$ cat src/rtl/ps2_key_event_sequencer.sv
// Purpose: turns the PS/2 set-2 byte stream into whole key events, tracks four game keys, queues events.
// Latency: a byte strobed in cycle t is visible at the FIFO head (evt_valid) in cycle t+1 if the queue was empty.
// Backpressure: evt_valid/evt_ready handshake; an event arriving while the queue is full and not popping is dropped and flags overflow.
module ps2_key_event_sequencer #(
    parameter int          FIFO_DEPTH     = 4,
    parameter int          TIMEOUT_CYCLES = 2_500_000,
    parameter logic [7:0]  KEY0_CODE      = 8'h1D,
    parameter logic [7:0]  KEY1_CODE      = 8'h1C,
    parameter logic [7:0]  KEY2_CODE      = 8'h1B,
    parameter logic [7:0]  KEY3_CODE      = 8'h23
) (
    input  logic        CLOCK_50,
    input  logic        reset,
    input  logic [7:0]  received_data,
    input  logic        received_data_en,
    output logic        evt_valid,
    input  logic        evt_ready,
    output logic [7:0]  evt_code,
    output logic        evt_extended,
    output logic        evt_break,
    output logic [3:0]  key_held,
    output logic [3:0]  key_pressed_pulse,
    output logic        overflow,
    output logic        protocol_error
);

    localparam int PW = $clog2(FIFO_DEPTH);
    localparam int CW = PW + 1;
    localparam int TW = (TIMEOUT_CYCLES > 1) ? $clog2(TIMEOUT_CYCLES) : 1;
    localparam logic [CW-1:0] DEPTH_CNT = CW'(FIFO_DEPTH);
    localparam logic [TW-1:0] TO_LAST   = TW'(TIMEOUT_CYCLES - 1);

    typedef enum logic [1:0] {
        S_IDLE    = 2'd0,
        S_EXT     = 2'd1,
        S_BRK     = 2'd2,
        S_EXT_BRK = 2'd3
    } state_t;

    typedef struct packed {
        logic       ext;
        logic       brk;
        logic [7:0] code;
    } evt_t;

    state_t          state_q, state_d;
    logic [TW-1:0]   to_cnt_q, to_cnt_d;
    logic [3:0]      held_q, held_d;
    logic [3:0]      pulse_q, pulse_d;
    logic            ovf_q, ovf_d;
    logic            perr_q, perr_d;
    evt_t            mem_q [FIFO_DEPTH];
    evt_t            mem_d [FIFO_DEPTH];
    logic [PW-1:0]   wr_ptr_q, wr_ptr_d;
    logic [PW-1:0]   rd_ptr_q, rd_ptr_d;
    logic [CW-1:0]   count_q, count_d;

    logic            is_filler;
    logic            to_expire;
    logic            dec_vld;
    evt_t            dec_evt;
    logic            perr_set;
    logic [3:0]      trk_hit;
    logic            push;
    logic            pop;
    logic            full;
    logic            push_ok;
    evt_t            head;

    // Bytes the keyboard sends that never form a key event on their own.
    assign is_filler = received_data inside {8'hAA, 8'hFA, 8'hEE, 8'hFE, 8'h00, 8'hFF, 8'hE1};

    // A prefix left waiting too long is abandoned; a byte arriving in that same cycle takes priority.
    assign to_expire = !received_data_en && (state_q != S_IDLE) && (to_cnt_q == TO_LAST);

    // Prefix decoder: next state, decoded event and protocol error detection.
    always_comb begin
        state_d      = state_q;
        dec_vld      = 1'b0;
        dec_evt.ext  = 1'b0;
        dec_evt.brk  = 1'b0;
        dec_evt.code = received_data;
        perr_set     = 1'b0;
        if (received_data_en) begin
            case (state_q)
                S_IDLE: begin
                    if (received_data == 8'hE0) begin
                        state_d = S_EXT;
                    end else if (received_data == 8'hF0) begin
                        state_d = S_BRK;
                    end else if (!is_filler) begin
                        dec_vld = 1'b1;
                    end
                end
                S_EXT: begin
                    if (received_data == 8'hF0) begin
                        state_d = S_EXT_BRK;
                    end else if (received_data == 8'hE0) begin
                        perr_set = 1'b1;
                    end else begin
                        dec_vld     = 1'b1;
                        dec_evt.ext = 1'b1;
                        state_d     = S_IDLE;
                    end
                end
                S_BRK: begin
                    state_d = S_IDLE;
                    if (received_data == 8'hE0 || received_data == 8'hF0) begin
                        perr_set = 1'b1;
                    end else begin
                        dec_vld     = 1'b1;
                        dec_evt.brk = 1'b1;
                    end
                end
                S_EXT_BRK: begin
                    state_d = S_IDLE;
                    if (received_data == 8'hE0 || received_data == 8'hF0) begin
                        perr_set = 1'b1;
                    end else begin
                        dec_vld     = 1'b1;
                        dec_evt.ext = 1'b1;
                        dec_evt.brk = 1'b1;
                    end
                end
                default: state_d = S_IDLE;
            endcase
        end else if (to_expire) begin
            state_d  = S_IDLE;
            perr_set = 1'b1;
        end
    end

    // Timeout counter runs only while a prefix is pending and restarts on every byte.
    always_comb begin
        to_cnt_d = to_cnt_q + TW'(1);
        if (received_data_en || state_q == S_IDLE || to_expire) begin
            to_cnt_d = '0;
        end
    end

    // Extended codes never alias a tracked key even if the low byte matches.
    assign trk_hit[0] = dec_vld && !dec_evt.ext && (dec_evt.code == KEY0_CODE);
    assign trk_hit[1] = dec_vld && !dec_evt.ext && (dec_evt.code == KEY1_CODE);
    assign trk_hit[2] = dec_vld && !dec_evt.ext && (dec_evt.code == KEY2_CODE);
    assign trk_hit[3] = dec_vld && !dec_evt.ext && (dec_evt.code == KEY3_CODE);

    // Held-key tracking: fresh press pulses and enqueues, typematic repeats are swallowed.
    always_comb begin
        held_d  = held_q;
        pulse_d = '0;
        push    = dec_vld;
        for (int n = 0; n < 4; n++) begin
            if (trk_hit[n]) begin
                if (dec_evt.brk) begin
                    held_d[n] = 1'b0;
                end else if (held_q[n]) begin
                    push = 1'b0;
                end else begin
                    held_d[n]  = 1'b1;
                    pulse_d[n] = 1'b1;
                end
            end
        end
    end

    assign evt_valid = (count_q != '0);
    assign pop       = evt_valid && evt_ready;
    assign full      = (count_q == DEPTH_CNT);
    assign push_ok   = push && (!full || pop);

    // Event queue bookkeeping; a pop in the same cycle frees room for a push into a full queue.
    always_comb begin
        mem_d = mem_q;
        if (push_ok) begin
            mem_d[wr_ptr_q] = dec_evt;
        end
        wr_ptr_d = wr_ptr_q + PW'(push_ok);
        rd_ptr_d = rd_ptr_q + PW'(pop);
        count_d  = count_q + CW'(push_ok) - CW'(pop);
        ovf_d    = ovf_q | (push && full && !pop);
        perr_d   = perr_q | perr_set;
    end

    // State register; reset overrides every input in the same cycle.
    always_ff @(posedge CLOCK_50) begin
        if (reset) begin
            state_q  <= S_IDLE;
            to_cnt_q <= '0;
            held_q   <= '0;
            pulse_q  <= '0;
            ovf_q    <= 1'b0;
            perr_q   <= 1'b0;
            mem_q    <= '{default: '0};
            wr_ptr_q <= '0;
            rd_ptr_q <= '0;
            count_q  <= '0;
        end else begin
            state_q  <= state_d;
            to_cnt_q <= to_cnt_d;
            held_q   <= held_d;
            pulse_q  <= pulse_d;
            ovf_q    <= ovf_d;
            perr_q   <= perr_d;
            mem_q    <= mem_d;
            wr_ptr_q <= wr_ptr_d;
            rd_ptr_q <= rd_ptr_d;
            count_q  <= count_d;
        end
    end

    // Head fields read as zero when the queue is empty so stale entries never leak out.
    assign head              = mem_q[rd_ptr_q];
    assign evt_code          = evt_valid ? head.code : 8'h00;
    assign evt_extended      = evt_valid & head.ext;
    assign evt_break         = evt_valid & head.brk;
    assign key_held          = held_q;
    assign key_pressed_pulse = pulse_q;
    assign overflow          = ovf_q;
    assign protocol_error    = perr_q;

endmodule

$ cat config.mk
export PLATFORM = sky130hd
export DESIGN_NAME = ps2_key_event_sequencer
export DESIGN_NICKNAME = d
export VERILOG_FILES = /design/src/rtl/ps2_key_event_sequencer.sv
export SDC_FILE = /design/constraint.sdc
export NUM_CORES = 1
export LEC_CHECK = 0
export ABC_AREA = 1
export CORE_MARGIN = 4
export CORE_UTILIZATION = 60
export DETAILED_ROUTE_END_ITERATION = 7
export GPL_TIMING_DRIVEN = 0
export HOLD_SLACK_MARGIN = 0.05
export PLACE_DENSITY = 0.79
export SETUP_SLACK_MARGIN = 0.15
export SLEW_MARGIN = 0
export SYNTH_ARGS = -nofsm -noshare
export SYNTH_HDL_FRONTEND = slang
export SYNTH_SLANG_ARGS = --single-unit
export TNS_END_PERCENT = 20
$ cat constraint.sdc
create_clock -name CLOCK_50 -period 4.9 [get_ports CLOCK_50]
set_input_delay 0.98 -clock CLOCK_50 [delete_from_list [all_inputs] [get_ports CLOCK_50]]
set_output_delay 0.98 -clock CLOCK_50 [all_outputs]
set_load 0.005 [all_outputs]
Word-level counts from Yosys, hierarchy flattened
Cells that the tools add are included.
- output and inout port bits: 21
- logic and storage cells: 146
- register bits after elaboration: 81
- add/subtract/negate cells: 5
- eq/ne operators: 19
- reduce and logical (&&, ||, !) cells: 33
- muxes and demuxes: 49
- $lt $le $gt $ge: 3
- bitwise gates (word level): 10
- operators with widths (kind ; count):
    $eq 8x8->1 const B ; 8
    $bwmux 40 ; 1
    $mux 10 ; 3
    $mux 1 ; 29
    $eq 8x5->1 const B ; 3
    $add 22x1->22 const B ; 1
    $eq 22x22->1 const B ; 1
    $bmux 10 s2 ; 1
    $demux 10 s2 ; 1
    $mux 2 ; 8
    $logic_and 1x1->1 ; 12
    $reduce_or 3->1 ; 4
    $eq 8x6->1 const B ; 1
    $logic_not 8->1 ; 1
    $mux 8 ; 1
    $ne 4x4->1 const B ; 2
    $reduce_bool 7->1 ; 1
    $ge 3x3->1 const B ; 2
    $not 2->3 ; 2
    $pmux 1 s2 ; 3
    $pmux 2 s3 ; 1
    $add 2x1->2 ; 2
    $eq 2x2->1 const B ; 2
    $logic_not 1->1 ; 4
    15 further kinds ; 25

Logic depth before layout (Yosys ltp)
- depth in word-level cells: 22
- gate-level depth with buffers: 21

Least setup slack after synthesis
Ideal clock, no wire load.
- kind: input-to-reg
- start point: input port received_data[2]
- end point: register count_q[2]
- data required time: 4.822 ns
- arrival: 3.428 ns
- stages on the path: 19
- path buffers: 1
- slack: 1.395 ns
- cells stage by stage: nor2_1 > nand2_1 > inv_2 > nand2_2 > nand3_2 > inv_2 > nand3_4 > nor2_2 > nand3_1 > nand3_1 > nor2_4 > buf_4 > nand2_1 > ha_1 > inv_1 > ha_1 > fa_1 > and3_1 > nor3_1
- word-level cells in the longest chain between the ends: 22
- elaborated cells on any way between the ends: 48
- ends and longest elaborated chain (what ; RTL line ; text):
    start, declared ; 14 ; input logic [7:0] received_data,
    $eq 8x8->1 or $logic_not 8->1 (tied branches) ; 71 ; assign is_filler = received_data inside {8'hAA, 8'hFA, 8'hEE, 8'hFE, 8'h00, 8'hFF, 8'hE1};
    $reduce_bool 7->1 ; 71 ;
    $mux 1 ; 91 ; end else if (!is_filler) begin
    $mux 1 ; 89 ; end else if (received_data == 8'hF0) begin
    $mux 1 ; 87 ; if (received_data == 8'hE0) begin
    $pmux 1 s3 ; 85 ; case (state_q)
    $mux 1 ; 84 ; if (received_data_en) begin
    $mux 1 or $logic_and 1x1->1 (tied branches) ; -- ;
    (+6 left out) ; -- ;
    $mux 1 ; 154 ; if (dec_evt.brk) begin
    $mux 1 ; 153 ; if (trk_hit[n]) begin
    $mux 1 ; 156 ; end else if (held_q[n]) begin
    $mux 1 ; 154 ;
    $mux 1 (*) ; 153 ;
    $logic_and 1x1->1 (*) ; 169 ; assign push_ok = push && (!full || pop);
    $add 3x1->3 (*) ; 179 ; count_d = count_q + CW'(push_ok) - CW'(pop);
    $sub 3x1->3 (*) ; 179 ;
    end signal, assigned ; 207 ; count_q <= count_d;
    end, declared ; 56 ; logic [CW-1:0] count_q, count_d;
Every way passes the cells marked *; elsewhere a longest branch is shown, timed or not.
A chain may end at the register's enable or synchronous reset.

Final worst setup path
- start point: input port received_data[4]
- end point: register count_q[2]
Same word-level chain as after synthesis.

==> flow_summary_export.csv <==
group,metric,value,unit
setup_path,worst_path_dominant_cell_family,"simple AND/OR/NAND/NOR gates",
routing,dr.pass1.iters,5,
placement,io_buffer_count,32,
floorplanning,die_area,0.00861,mm2
final_layout,finalNetCount,726,
timing,final.min_clock_period,4.23,ns
timing,slew_headroom,0.633,
clock_tree,cts_hold_buf,0,
grt,grt_pass1_wl,17700,um
synthesis,syn_nets,683,
clock_tree,clockBufferDepth,2,
clock_tree,cts_max_level,3,
grt,grt_overflow_total,0,
routing,first_iter_violations,258,
setup_path,critPathBufInv,5,
floorplanning,fp.dieW,92.8,um
setup_path,path_cells,"clkdlybuf4s50_1 -> inv_2 -> nand2_1 -> nor2_1 -> nand2_2 -> nand3_2 -> nor2_4 -> inv_2 -> nand3_1 -> nand3_1 -> nor2_4 -> buf_4 -> nand2_1 -> ha_1 -> inv_1 -> ha_1 -> fa_1 -> and3_1 -> nor3_1",
clock_tree,cts.clk_slew.worst_paths,0.08,ns
synthesis,async_flop_share,0,
routing,postRouteAntennaNets,0,
routing,via_per_inst,5.25,
synthesis,syn_area,0.00431,mm2
clock_tree,cts_setup_buffers,0,
floorplanning,fp-row-count,30,
setup_path,worstSetupEndpointType,"flop",
timing,worst_slew_pin_slew,0.551,ns
synthesis,yosysWarnings,0,
routing,drcViolationCount,0,
floorplanning,io_pins,33,
final_layout,layout_commonest_cell,"nand2_1",
grt,grtUsageTotal,0.255,
floorplanning,die-height,92.8,um
power,combPwrFrac,0.305,
placement,dp.cells,793,
final_layout,antennaDiodeCount,0,
synthesis,yosysSeqAreaShare,0.376,
routing,wl_per_cell,12.9,um
setup_path,arrival,4.51,ns
setup_path,max_stage_delay,0.70,ns
power,pwr-share-seq,0.397,
routing,drt-total-wl,10400,um
power,p_per_area,376,mW/mm2
timing,hold_viol,0,
grt,antenna_found_initial,0,
timing,max_clock_freq,0.236,GHz
grt,grt_max_degree,14,
synthesis,netlist_instances,665,
clock_tree,numCtsBuffers,9,
clock_tree,clock_sinks,81,
final_layout,most-common-layout-cells,"131 x nand2_1, 118 x nor2_1, 117 x inv_1",
synthesis,yosysUniqueCellTypes,35,
setup_path,startpoint_type,"primary input",
synthesis,ys_seq_elements,81,
final_layout,final_cell_count_no_fill,809,
final_layout,syn2layout_area_growth,15.5,%
power,p_switching,0.000610,W
timing,fin_crit_sh,0.863,
clock_tree,cts_root_buf,"clkbuf_8",
setup_path,critical_path_class,"primary input to flop",
synthesis,ys.flop_type,"dfxtp_1",
power,power.internal,0.00127,W
power,peakVddDrop,0.336,mV
timing,clock_skew,0.0107,ns
timing,setup_viol,0,
clock_tree,cts_resized,0,
setup_path,crit_required,5.18,ns
power,clock_power_share,0.298,
floorplanning,coreArea,0.00691,mm2
placement,place.gp.congestion,0.898,
final_layout,drive_gt1_frac,0.0687,
floorplanning,start_util,0.625,
synthesis,synth_edf_count,0,
min_path,hold_class,"flop to flop",
setup_path,critPathMaxFanout,10,
timing,drv_slew,0,
job,cap_viol_max_count,0,
run_status,outcome,"completed",
placement,place.detailed.hpwl,7780,um
routing,vias,4248,
synthesis,synth_area_per_cell,6.49,um2
timing,rsz0062_at_grt,"no",
power,p_sw_frac,0.325,
timing,tns,0,ns
grt,grt_pass1_vias,3939,
clock_tree,cts_tree,"built",
clock_tree,clk-insertion-delay-late,0.35,ns
setup_path,critPathSlowestCell,"clkdlybuf4s50_1",
power,leakage,2.19,nW
[final cells by class]
type | count | area [um2]
inverter | 125 | 469
tap | 96 | 120
clock buffer | 12 | 155
clock inverter | 4 | 75.1
timing repair buffer | 32 | 320
buffer | 22 | 101
multi-input combinational | 437 | 2120
fill | 636 | 1920
sequential | 81 | 1620
[power groups by stage]
stage	logic, W	registers (W)	clock network [W]
finish	0.000572	0.000744	0.000559
global route	0.000644	0.000750	0.000596
global placement	0.000550	0.000756	0
floorplan	0.000364	0.000751	0
CTS	0.000571	0.000743	0.000569
detailed placement	0.000565	0.000758	0
[through the flow]
stage | hold WS (ns) | cell area (um2) | worst slack (ns) | total power (W) | utilization
floorplan | 0.418 | 4310 | 1.39 | 0.00111 | -
global placement | 0.431 | 4750 | 0.439 | 0.00131 | 0.688
detailed placement | 0.447 | 4750 | 0.349 | 0.00132 | 0.688
CTS | 0.461 | 4980 | 0.700 | 0.00188 | 0.722
global route | 0.489 | 4980 | 0.408 | 0.00199 | 0.722
finish | 0.459 | 4980 | 0.671 | 0.00188 | 0.722
[synthesized netlist by cell type, types with 5 or more instances]
master,count,share of area
nand3_1,18,0.021
dfxtp_1,81,0.38
nor3_1,12,0.014
a21oi_1,47,0.055
nand2_1,131,0.11
nor4_1,6,0.0087
nand2_2,5,0.0073
o21ai_0,35,0.041
ha_1,5,0.015
inv_2,7,0.0061
clkbuf_1,16,0.014
nor2_1,118,0.10
nand4_1,28,0.041
inv_1,117,0.10
[worst paths after layout]
path / slack [ns] / cells after the start / endpoint / start
worst max-delay path: 0.67 / 19 / count_q[2] / received_data[4]
worst min-delay path: 0.46 / 1 / to_cnt_q[0] / to_cnt_q[0]
worst max register to register: 1.88 / 15 / count_q[2] / state_q[0]
worst min register to register: 0.46 / 1 / to_cnt_q[0] / to_cnt_q[0]
[per-layer routing]
metal	GRT usage	vias to the layer above	routed length, um
met4	0.0879	0	195
met1	0.338	1931	4880
met2	0.410	132	4720
met3	0.0552	17	625
met5	0	-	0
li1	-	2168	-
[flip-flops by register name, indices dropped and copies added, names as in the netlist]
| register | flops |
|---|---|
| count_q | 3 |
| protocol_error | 1 |
| to_cnt_q | 22 |
| rd_ptr_q | 2 |
| key_held | 4 |
| mem_q | 40 |
| state_q | 2 |
| wr_ptr_q | 2 |
| overflow | 1 |
| key_pressed_pulse | 4 |
[cell families (layout without fill, tap and decap cells)]
group / count (synthesis) / after routing / synth area share
buffers and inverters: 147 / 195 / 0.132
and+or+nand+nor: 338 / 338 / 0.357
xor gates and xnor gates: 5 / 5 / 0.0102
DFF: 81 / 81 / 0.376
adders and majority gates: 6 / 6 / 0.0191
AOI/OAI and AO/OA: 88 / 88 / 0.106
(Power assumes the default switching activity.)
